--- src/rtl/pulse_cfg_rx.sv ---
// pulse_cfg_rx
//   UART (8N1) configuration receiver for the pulse generator. Bytes are
//   deserialised, a fixed 23-byte frame (sync, 21 payload bytes, XOR checksum)
//   is parsed into shadow registers, and on a good checksum every timing output
//   is loaded in the same cycle while cfg_done is held high for DONE_CYCLES.
//
//   Optional feature: define PCFG_TIMEOUT_EN to abort a frame whose bytes stop
//   arriving for TIMEOUT_CLKS cycles (frame_err pulse, partial frame dropped).
//
// Ports
//   clk_pll   in   PLL clock
//   reset     in   synchronous, active-low
//   uart_rx   in   asynchronous serial input, idles high
//   pu        out  pump pulse enable
//   per       out  period, units of 2^16 cycles
//   p1wid     out  first pulse width
//   del       out  pulse delay
//   p2wid     out  second pulse width
//   nut_w     out  nutation pulse width
//   nut_d     out  nutation pulse delay
//   cp        out  mode: 0=CW, 1=Hahn, >1=CPMG pi-pulse count
//   p_bl      out  block lead time
//   p_bl_off  out  block window width
//   bl        out  blocking enable
//   cfg_done  out  high DONE_CYCLES cycles after each commit
//   frame_err out  one-cycle pulse on a rejected frame
module pulse_cfg_rx #(
  parameter int          CLKS_PER_BIT = 1745,
  parameter int          DONE_CYCLES  = 8,
  parameter logic [7:0]  SYNC_BYTE    = 8'hA5,
  parameter logic [19:0] TIMEOUT_CLKS = 20'd174500
) (
  input  logic        clk_pll,
  input  logic        reset,
  input  logic        uart_rx,
  output logic        pu,
  output logic [7:0]  per,
  output logic [15:0] p1wid,
  output logic [15:0] del,
  output logic [15:0] p2wid,
  output logic [31:0] nut_w,
  output logic [31:0] nut_d,
  output logic [7:0]  cp,
  output logic [7:0]  p_bl,
  output logic [15:0] p_bl_off,
  output logic        bl,
  output logic        cfg_done,
  output logic        frame_err
);

  localparam int CNT_W  = $clog2(CLKS_PER_BIT);
  localparam int DONE_W = $clog2(DONE_CYCLES + 1);
  localparam logic [CNT_W-1:0]  BIT_LAST  = CNT_W'(CLKS_PER_BIT - 1);
  localparam logic [CNT_W-1:0]  HALF_LAST = CNT_W'(CLKS_PER_BIT / 2 - 1);
  localparam logic [DONE_W-1:0] DONE_LOAD = DONE_W'(DONE_CYCLES - 1);

  typedef enum logic [1:0] {B_IDLE, B_START, B_DATA, B_STOP} bit_state_t;
  typedef enum logic [1:0] {P_HUNT, P_PAYLOAD, P_CHECK, P_COMMIT} parse_state_t;

  bit_state_t   bit_state, bit_next;
  parse_state_t p_state, p_next;

  logic             rx_meta, rx_sync, rx_prev;
  logic             rx_fall;
  logic [CNT_W-1:0] bit_cnt;
  logic [2:0]       bit_idx;
  logic [7:0]       rx_byte;
  logic             data_sample, byte_ok, line_err;
  logic             byte_valid, byte_err;

  logic [7:0]        shadow [21];
  logic [4:0]        idx;
  logic [7:0]        xor_acc;
  logic              err_set;
  logic              timeout_hit;
  logic [DONE_W-1:0] done_cnt;

  // Synchroniser resets to the idle level so reset release never looks like a start bit.
  always_ff @(posedge clk_pll) begin
    if (!reset) begin
      rx_meta <= 1'b1;
      rx_sync <= 1'b1;
      rx_prev <= 1'b1;
    end else begin
      rx_meta <= uart_rx;
      rx_sync <= rx_meta;
      rx_prev <= rx_sync;
    end
  end

  assign rx_fall = rx_prev & ~rx_sync;

  always_ff @(posedge clk_pll) begin
    if (!reset) bit_state <= B_IDLE;
    else        bit_state <= bit_next;
  end

  always_comb begin
    bit_next    = bit_state;
    data_sample = 1'b0;
    byte_ok     = 1'b0;
    line_err    = 1'b0;
    case (bit_state)
      B_IDLE:  if (rx_fall) bit_next = B_START;
      // Mid-start re-check rejects glitches shorter than half a bit.
      B_START: if (bit_cnt == HALF_LAST) bit_next = rx_sync ? B_IDLE : B_DATA;
      B_DATA: begin
        if (bit_cnt == BIT_LAST) begin
          data_sample = 1'b1;
          if (bit_idx == 3'd7) bit_next = B_STOP;
        end
      end
      B_STOP: begin
        if (bit_cnt == BIT_LAST) begin
          bit_next = B_IDLE;
          byte_ok  = rx_sync;
          line_err = ~rx_sync;
        end
      end
      default: bit_next = B_IDLE;
    endcase
  end

  // Counter restarts on every state change, so DATA samples land one full bit
  // after the mid-start point, i.e. in the middle of each data bit.
  always_ff @(posedge clk_pll) begin
    if (!reset) begin
      bit_cnt    <= '0;
      bit_idx    <= 3'd0;
      rx_byte    <= 8'h00;
      byte_valid <= 1'b0;
      byte_err   <= 1'b0;
    end else begin
      byte_valid <= byte_ok;
      byte_err   <= line_err;
      if (bit_next != bit_state || bit_state == B_IDLE || bit_cnt == BIT_LAST)
        bit_cnt <= '0;
      else
        bit_cnt <= bit_cnt + 1'b1;
      if (bit_state == B_START) bit_idx <= 3'd0;
      if (data_sample) begin
        rx_byte <= {rx_sync, rx_byte[7:1]};
        bit_idx <= bit_idx + 1'b1;
      end
    end
  end

`ifdef PCFG_TIMEOUT_EN
  logic [19:0] to_cnt;

  always_ff @(posedge clk_pll) begin
    if (!reset || byte_valid || p_state == P_HUNT) to_cnt <= 20'd0;
    else if (!timeout_hit)                          to_cnt <= to_cnt + 20'd1;
  end

  assign timeout_hit = (to_cnt == TIMEOUT_CLKS);
`else
  assign timeout_hit = 1'b0;
`endif

  always_ff @(posedge clk_pll) begin
    if (!reset) p_state <= P_HUNT;
    else        p_state <= p_next;
  end

  always_comb begin
    p_next  = p_state;
    err_set = 1'b0;
    case (p_state)
      P_HUNT:    if (byte_valid && rx_byte == SYNC_BYTE) p_next = P_PAYLOAD;
      P_PAYLOAD: if (byte_valid && idx == 5'd20) p_next = P_CHECK;
      P_CHECK: begin
        if (byte_valid) begin
          if (rx_byte == xor_acc) begin
            p_next = P_COMMIT;
          end else begin
            err_set = 1'b1;
            p_next  = P_HUNT;
          end
        end
      end
      P_COMMIT:  p_next = P_HUNT;
      default:   p_next = P_HUNT;
    endcase
    // COMMIT is excluded so a rejection can never coincide with a load.
    if ((p_state == P_PAYLOAD || p_state == P_CHECK) && (byte_err || timeout_hit)) begin
      err_set = 1'b1;
      p_next  = P_HUNT;
    end
  end

  always_ff @(posedge clk_pll) begin
    if (!reset) begin
      idx       <= 5'd0;
      xor_acc   <= 8'h00;
      for (int i = 0; i < 21; i++) shadow[i] <= 8'h00;
      pu        <= 1'b1;
      per       <= 8'd1;
      p1wid     <= 16'd30;
      del       <= 16'd200;
      p2wid     <= 16'd30;
      nut_w     <= 32'd50;
      nut_d     <= 32'd300;
      cp        <= 8'd3;
      p_bl      <= 8'd50;
      p_bl_off  <= 16'd100;
      bl        <= 1'b1;
      cfg_done  <= 1'b0;
      done_cnt  <= '0;
      frame_err <= 1'b0;
    end else begin
      frame_err <= err_set;
      if (p_state == P_HUNT && byte_valid && rx_byte == SYNC_BYTE) begin
        idx     <= 5'd0;
        xor_acc <= 8'h00;
      end
      if (p_state == P_PAYLOAD && byte_valid) begin
        shadow[idx] <= rx_byte;
        xor_acc     <= xor_acc ^ rx_byte;
        idx         <= idx + 5'd1;
      end
      if (p_state == P_COMMIT) begin
        pu        <= shadow[0][0];
        per       <= shadow[1];
        p1wid     <= {shadow[2], shadow[3]};
        del       <= {shadow[4], shadow[5]};
        p2wid     <= {shadow[6], shadow[7]};
        nut_w     <= {shadow[8], shadow[9], shadow[10], shadow[11]};
        nut_d     <= {shadow[12], shadow[13], shadow[14], shadow[15]};
        cp        <= shadow[16];
        p_bl      <= shadow[17];
        p_bl_off  <= {shadow[18], shadow[19]};
        bl        <= shadow[20][0];
        // Registered flag, not a decode of done_cnt, so the cross-domain
        // strobe is glitch-free. A new commit restarts the count.
        cfg_done  <= 1'b1;
        done_cnt  <= DONE_LOAD;
      end else if (done_cnt != '0) begin
        done_cnt  <= done_cnt - 1'b1;
      end else begin
        cfg_done  <= 1'b0;
      end
    end
  end

  // Only bit 0 of the pu and bl bytes carries information.
  logic unused_shadow_bits;
  assign unused_shadow_bits = &{1'b0, shadow[0][7:1], shadow[20][7:1]};

endmodule

--- config.mk ---
export PLATFORM = sky130hd
export DESIGN_NAME = pulse_cfg_rx
export DESIGN_NICKNAME = d
export VERILOG_FILES = /design/src/rtl/pulse_cfg_rx.sv
export SDC_FILE = /design/constraint.sdc
export NUM_CORES = 1
export LEC_CHECK = 0
export BUFFER_PORTS_ARGS = -buffer_cell sky130_fd_sc_hd__buf_2
export CAP_MARGIN = 5
export CORE_AREA = 2 2 140 211
export DETAILED_ROUTE_END_ITERATION = 12
export DIE_AREA = 0 0 142 213
export PLACE_DENSITY_LB_ADDON = 0.05
export RECOVER_POWER = 25
export SLEW_MARGIN = 40
export SYNTH_ARGS = -nofsm -noshare
export SYNTH_HDL_FRONTEND = slang
export SYNTH_SLANG_ARGS = --single-unit
--- constraint.sdc ---
create_clock -name clk_pll -period 2.2 [get_ports clk_pll]
set_input_delay 0.22 -clock clk_pll [delete_from_list [all_inputs] [get_ports clk_pll]]
set_output_delay 0.22 -clock clk_pll [all_outputs]
set_load 0.1 [all_outputs]
Word-level counts from Yosys, hierarchy flattened
Memories as Yosys holds them, arrays and structs flattened. A register that Yosys moved wholly into a read port is not among the register bits.
Index checks and enable logic that the tools add are counted.

operators by class
  add/sub/neg operators = 4
  muxes and demuxes = 35
  equal/unequal tests = 17
  bitwise logic cells = 4
  reductions and logical operators = 42

operator list
  kind                                             number
  2-to-1 mux 8 bit                                 3
  logical NOT 1 bit                                21
  2-to-1 mux 2 bit                                 10
  one-hot mux 2 bit (4 select lines)               2
  2-to-1 mux 5 bit                                 3
  2-to-1 mux 1 bit                                 13
  2-to-1 mux 3 bit                                 4
  adder 11 x 1 -> 11 bit, second input constant    1
  == test 11 x 10 -> 1 bit, second input constant  1
  == test 11 bit, second input constant            1
  == test 2 bit, second input constant             4
  == test 8 bit                                    1
  == test 8 bit, second input constant             1
  != test 2 bit, second input constant             4
  OR reduction 8 bit                               1
  bitwise XOR 8 bit                                1
  logical AND 1 bit                                6
  AND reduction 3 bit                              2
  nonzero test 2 bit                               3
  OR reduction 2 bit                               3
  adder 5 x 1 -> 5 bit, second input constant      1
  == test 5 bit, second input constant             1
  == test 2 x 1 -> 1 bit, second input constant    2
  logical NOT 2 bit                                2
  8 further kinds                                  11

storage, ports and cells
  memories = 1
  RAM bits = 168
  bits of input ports = 3
  register bits after elaboration = 50

memories
  memory  words  bits a word  read ports  clocked after Yosys merged registers in  wr ports  RTL line  source
  shadow  21     8            21          21                                       21        71        logic [7:0] shadow [21];

Longest topological paths before layout
Gate-level depths: netlist of the first run.

  word-level depth = 8
  depth in mapped cells = 7

Least setup slack after synthesis of the first run
OpenSTA, ideal clock, no wires.

  kind = reg-to-reg
  start = reg p_state[1]
  end = mem shadow[12][0], enable pin
  cell stages (with the launch flop) = 7
  arrival time = 1,878 ps
  setup slack = -62 ps
  clock period less this slack = 2,262 ps
  path buffers = 1
  library setup time = 384 ps
  cells stage by stage = dfxtp_1 -> inv_1 -> ha_1 -> and2_0 -> nand3_1 -> clkbuf_1 -> o21ai_0

RTL lines
  element                 RTL line  source
  from (decl)             61        parse_state_t p_state, p_next;
  from (signal assigned)  163       else p_state <= p_next;
  to (decl)               71

==> impl_results.md, run 1 <==
* GRT overflow at 0
* # Post-CTS Setup Buffers at 0
* Antenna diodes at 0
* Post-Synth Adder-Cell Area at 1.24%
* DR WL/cell at 17.9 microns
* RR Startpoint: p_state[0]
* R2R depth at 4
* ANT nets after route at 0
* Compound-gate portion of the synthesized area at 3.18%
* Post-cts repair resize count at 0
* Total CTS buffers at 36
* Crit path max-delay cell type: dlygate4sd3_1
* Slew margin rel. at 21.7%
* Most used cell, CP: buf_4
* Min-delay src: rx_meta
* Seq pwr share at 52.3%
* Flop-to-flop setup slack at 210 ps
* Mapped Nets at 1174
* DIE AREA at 0.0302 sq mm
* Minimum clock period after layout at 2000 ps
* Most area-hungry cell type in the Yosys netlist: edfxtp_1
* Fin Clk Skew at 19.5 ps
* FF/Latch Area at 0.00871 sq mm
* Area taken by multi-input logic gates at 0.00502 sq mm
* Die Span Y at 213 microns
* Largest net degree at the start of global routing at 121
* CP required at 2440 ps
* Worst slew pin tran at 1180 ps
* First-pass GRT wire length at 47800 microns
* Outcome: finished clean
* Num Clock Sinks at 358
* Top achievable clock speed at 0.499 GHz
* Setup CP Type: input port to flip-flop
* Routability cong. at 0.805
* Drt pass-1 iters at 5
* # IOs at 159
* Fraction of registers with async set/reset at 0%
* Post-synth EDFFs at 154
* Crit path largest cell delay at 520 ps
* WHS Endpoint: rx_sync
* Endpoint type of the worst setup path: flip-flop
* Count of endpoints failing hold in the final timing report at 0
* RR Endpoint: del[6]
* Power Density at 826 mW/mm^2
* Final nets at 1355
* Synthesized cell area at 0.0141 sq mm
* Initial antenna violation count at 0
* Ys flop type: dfxtp_1
* Sw Ratio at 20.4%
* Ratio of cells with drive above 1 in the final layout at 17.1%
* Unrepaired setup endpoints after global routing: false
* Worst path cell trace: dlygate4sd3_1 -> clkbuf_1 -> and3_1 -> nand2_1 -> buf_4 -> o21ai_0 -> buf_4
* Final setup vio count at 0
* Routed wire length at 30800 microns
* Max_cap viols at 0
* Vias at 8735
* Initial DRC Count at 407
* Sequential-to-total area share from yosys stat at 61.9%
* Total power at 13700 uW
* Post-Synth XOR/XNOR Area at 1.24%
* Largest family of logic cells by synthesized area: simple AND/OR/NAND/NOR gates
* WP buf/inv at 4
* Skew-Pair Late Insertion Delay at 530 ps
* DRC violations left at 0
* Chip width at 142 microns
* Mux share of post-synthesis cell area at 11.6%
* Critical path's top delay family: buffers and inverters
* Top cells by area, synth: edfxtp_1 33%, dfxtp_1 29%, mux2i_1 12%, nor2b_1 6.2%, and2_1 6.0%
* Internal power at 10900 uW
* CTS tree: yes
* Synth warnings at 0
* Mean Syn Cell Area at 12.2 sq um
* Ratio of final minimum period to clock period at 91.1%
* Layout area overhead at 18.1%
* Max Slew Vio Count at 0
* Post-CTS Hold Fix Bufs at 2
* Starting density of the core at 49.5%
* Gate Count Post-Synth at 1157
* H-tree depth at 2
* Row count at 76
* Fillers at 2437
* Clk pin slew, worst setup/hold paths at 60 ps
* Worst vdd ir at 0.767 mV
* Synth top area share at 32.9%
* Root buffer cell: clkbuf_16
* Port buffer count at 158
* Synth cell types at 53
* Clock tree buffer depth at 3
* Static leakage at 0.00591 uW
* Placed insts at 1649
* Comb power frac at 2.7%
* Seq cells post-synth at 358
* Clock power share at 45.0%
* Total track usage at 20.5%
* CP arrival at 2240 ps
* Hold Crit Depth at 1
* HP Class: flip-flop to flip-flop
* Vias in the first global route at 8555
* Crit Path Max Fanout at 8
* Core ar. at 0.0284 sq mm
* Critical Path Source Type: input port
* Vias per cell at 5.09
* Fin cells at 1716
* NetSw at 2800 uW
* Post-Synth Simple-Gate Area at 18.4%
* Dpl hpwl at 20800 microns
[cells in the final DEF, fill, tap and decap left out, types with 3 or more instances in the layout]
master,n
o211ai_1,8
buf_1,4
o21ai_0,25
clkbuf_2,66
nand2b_1,5
dfxtp_1,204
a21oi_1,4
clkbuf_1,51
nor3_1,28
a31oi_1,7
nor2b_1,140
o22ai_1,3
clkinv_2,5
and2_1,134
xor2_1,11
o21a_1,4
nand2_1,52
ha_1,13
nand3_1,11
buf_12,3
inv_1,13
buf_2,50
a21o_1,8
clkbuf_4,3
clkbuf_16,37
bufinv_16,4
xnor2_1,9
mux2i_1,162
nor2_1,41
and3_1,9
or3b_2,3
nand4_1,4
edfxtp_1,154
buf_4,49
[registers in the layout, indices dropped and copies added (netlist names), 5 cells and up]
signal and count:
nut_w 32, del 16, shadow 154, bit_cnt 11, idx 5, xor_acc 8, rx_byte 8, per 8
p_bl_off 16, p1wid 16, nut_d 32, p_bl 8, cp 8, p2wid 16
[power groups by stage]
stage | combinational [uW] | sequential (uW) | clock (uW)
after floorplan | 283 | 7280 | 0
after global placement | 374 | 7320 | 0
after detailed placement | 381 | 7320 | 0
after CTS | 386 | 7180 | 6330
after global routing | 425 | 7190 | 6590
final | 377 | 7170 | 6180
[cells by family after synthesis]
| logic type | count (synthesis) |
|---|---|
| simple gates | 446 |
| flops | 358 |
| mux | 163 |
| buf+inv | 86 |
| compound gates | 70 |
| xor+xnor | 20 |
| fa+ha+maj | 14 |
[worst max-delay path by stage]
stage	from	end	cells past startpoint
after floorplan	p_state[1]	shadow[12][0]	6
after global placement	p_state[1]	shadow[17][4]	6
after detailed placement	p_state[1]	shadow[1][3]	7
after CTS	p_state[1]	shadow[17][4]	6
after global routing	p_state[1]	shadow[17][4]	6
final	reset	shadow[1][3]	7
[final cells by class]
class	count	area share [%]
well taps	351	2.64
repair buffers	216	7.30
clock inverters	14	1.11
multi-input cells	713	30.2
clock buffers	51	6.01
inverters	13	0.294
flip-flops and latches	358	52.4
[routing by layer]
layer / GRT usage (%) / up-vias / wire, microns
met2: 36.5 / 182 / 15800
met4: 7.21 / 0 / 846
met5: 0 / - / 0
li1: - / 4336 / -
met1: 25.3 / 4170 / 13000
met3: 3.27 / 47 / 1120
[cells in the mapped netlist, types with 13 or more instances]
cell type  instances
dfxtp_1          204
mux2i_1          162
edfxtp_1         154
nor2b_1          140
and2_1           134
clkbuf_1          54
nand2_1           52
nor2_1            41
nor3_1            28
o21ai_0           26
buf_2             15
ha_1              14
inv_1             13
[metrics by stage]
step / cell area (sq um) / setup TNS [ps] / worst slack, ps / hold slack [ps] / utilization [%]
6_report: 16600 / 0 / 195 / 406 / 58.4
3_5_place_dp: 15500 / 0 / 215 / 395 / 54.6
2_1_floorplan: 14100 / -1970 / -61.6 / 321 / -
3_3_place_gp: 15500 / 0 / 272 / 393 / 54.6
4_1_cts: 16700 / 0 / 205 / 400 / 58.8
5_1_grt: 16600 / 0 / 55.2 / 417 / 58.4
Note: power is estimated with default switching activity, not from simulation.
==> run 2: changes to the inputs <==
Settings changed: CELL_PAD_IN_SITES_DETAIL_PLACEMENT set to 0, CELL_PAD_IN_SITES_GLOBAL_PLACEMENT set to 1, CORE_AREA 2 2 140 211 to 2 2 153 230, DIE_AREA 0 0 142 213 to 0 0 155 232.
==> run 2 against run 1 <==
Sequential share of layout area is 0.55 points lower. Final cell count grew 4.5%. Via count grew 0.24%. Combinational power about the same. Routed wire length increased by 8.3%. Worst setup slack better by 8.4 ps. Power up 1.6%. Clock power up 3.2%. Global-route usage decreased by 2.0 points. Clock skew is essentially flat. Largest cell class unchanged. Largest power group unchanged. Highest routed layer unchanged.
==> impl_results.md, run 2 (synthesis gave the netlist of run 1 again) <==
* RR Endpoint: per[0]
* WHS Endpoint: nut_d[3]
* Die Span Y at 232 microns
* Unrepaired setup endpoints after global routing: false
* Clk pin slew, worst setup/hold paths at 60 ps
* Worst vdd ir at 0.602 mV
* Flop-to-flop setup slack at 200 ps
* Seq pwr share at 51.5%
* Skew-Pair Late Insertion Delay at 530 ps
* Commonest cells after routing, fill and taps aside: 204 x dfxtp_1, 162 x mux2i_1, 154 x edfxtp_1
* Power Density at 830 mW/mm^2
* Internal power at 11000 uW
* DIE AREA at 0.0360 sq mm
* Vias in the first global route at 8769
* R2R depth at 4
* Antenna diodes at 0
* NetSw at 2920 uW
* Max reg flops at 154
* Clock power share at 45.8%
* Largest net degree at the start of global routing at 148
* DR WL/cell at 18.6 microns
* Ratio of cells with drive above 1 in the final layout at 19.3%
* Worst slew pin tran at 1190 ps
* Max_cap viols at 0
* DRC violations left at 0
* Endpoint type of the worst setup path: flip-flop
* HP Class: input port to flip-flop
* Final WS setup at 204 ps
* Top achievable clock speed at 0.501 GHz
* Sw Ratio at 20.9%
* Ratio of final minimum period to clock period at 90.7%
* Routed wire length at 33300 microns
* Dpl hpwl at 22300 microns
* H-tree depth at 2
* Static leakage at 0.00602 uW
* Fin Clk Skew at 20.0 ps
* Top Usage Layer GRT: met2
* Starting density of the core at 41.4%
* Initial DRC Count at 350
* Core ar. at 0.0340 sq mm
* CTS tree: yes
* Hold Crit Depth at 3
* CP required at 2580 ps
* Biggest registers after layout: shadow x154, nut_d x32, nut_w x32
* Row count at 83
* Critical Path Source Type: flip-flop
* Total CTS buffers at 37
* Final setup vio count at 0
* Setup CP Type: flip-flop to flip-flop
* GRT overflow at 0
* Num Clock Sinks at 358
* Most common cell after layout, fill and taps aside: dfxtp_1
* Post-cts repair resize count at 0
* Met3 Track Usage GR at 2.99%
* Crit Path Max Fanout at 26
* Worst path cell trace: ha_4 -> clkbuf_2 -> mux2i_1 -> nand2_1
* Hold_ws at 187 ps
* Crit path largest cell delay at 750 ps
* Layout area overhead at 19.3%
* Placed insts at 1726
* Vias at 8756
* Count of endpoints failing hold in the final timing report at 0
* Total power at 13900 uW
* Final nets at 1358
* ANT nets after route at 0
* Most flops, register: shadow
* Pre-CTS setup slack at 209 ps
* Crit path max-delay cell type: clkbuf_2
* Vias per cell at 4.88
* Comb power frac at 2.7%
* Fillers at 3084
* Port buffer count at 158
* Chip width at 155 microns
* Met1 Track Usage GR at 22.6%
* Slew margin rel. at 21.1%
* # IOs at 159
* Min-delay src: reset
* Met2 usage in global routing at 33.3%
* Initial antenna violation count at 0
* Minimum clock period after layout at 2000 ps
* Final Util at 49.4%
* Clock tree buffer depth at 3
* Drt pass-1 iters at 4
* CP arrival at 2380 ps
* Routability cong. at 0.761
* First-pass GRT wire length at 51400 microns
* RR Startpoint: p_state[0]
* Outcome: finished clean
* Root buffer cell: clkbuf_16
* Max Slew Vio Count at 0
* Total track usage at 18.5%
* Fin cells at 1793
## run 2: worst max-delay path, delay by kind of cell, from the launching register on
kind,cells,cell delay (ps)
multiplexers,1,260
adder cells (fa/ha/maj),1,330
AND/OR/NAND/NOR,1,70
buffers and inverters,1,750
flip-flops,1,420
## run 2: what timing repair did
| item | CTS | global route |
|---|---|---|
| hold buffers | 1 | 0 |
| hold endpoints to repair | 1 | 0 |
| setup buffers | 0 | 0 |
## run 2: area by class of cell
| type | count | area (sq um) | share of cell area (%) |
|---|---|---|---|
| Timing Repair Buffer | 218 | 1240 | 7.36 |
| Sequential cell | 358 | 8710 | 51.9 |
| Clock inverter | 20 | 223 | 1.33 |
| Clock buffer | 46 | 1010 | 6.02 |
| Tap cell | 425 | 532 | 3.17 |
| Inverter | 13 | 48.8 | 0.291 |
| Multi-Input combinational cell | 713 | 5030 | 30.0 |
## run 2: worst max-delay path by stage
stage	startpoint	end	slack [ps]	cells past startpoint
finish	p_state[0]	per[0]	200	4
detailed placement	p_state[1]	shadow[12][6]	210	6
CTS	p_state[1]	shadow[12][1]	200	6
floorplan	p_state[1]	shadow[12][0]	-60	6
global route	p_state[1]	shadow[12][2]	50	6
global placement	p_state[1]	shadow[12][4]	260	6
## run 2: power by group through the flow
| stage | clock (uW) | sequential (uW) | combinational [uW] |
|---|---|---|---|
| floorplan | 0 | 7280 | 283 |
| detailed placement | 0 | 7330 | 381 |
| CTS | 6580 | 7180 | 383 |
| finish | 6380 | 7180 | 376 |
| global placement | 0 | 7330 | 375 |
| global route | 6820 | 7190 | 434 |
## run 2: through the flow
| step | TNS [ps] | instance area (sq um) |
|---|---|---|
| after global placement | 0 | 15600 |
| after detailed placement | 0 | 15600 |
| final | 0 | 16800 |
| after global routing | 0 | 16800 |
| after floorplan | -1970 | 14100 |
| after CTS | 0 | 16900 |
## run 2: layer usage
metal | share of wire (%) | wire [microns] | up-vias
met1 | 43 | 14200 | 4231
li1 | - | - | 4339
met3 | 3.2 | 1060 | 42
met4 | 2.4 | 785 | 0
met5 | 0 | 0 | -
met2 | 52 | 17300 | 144
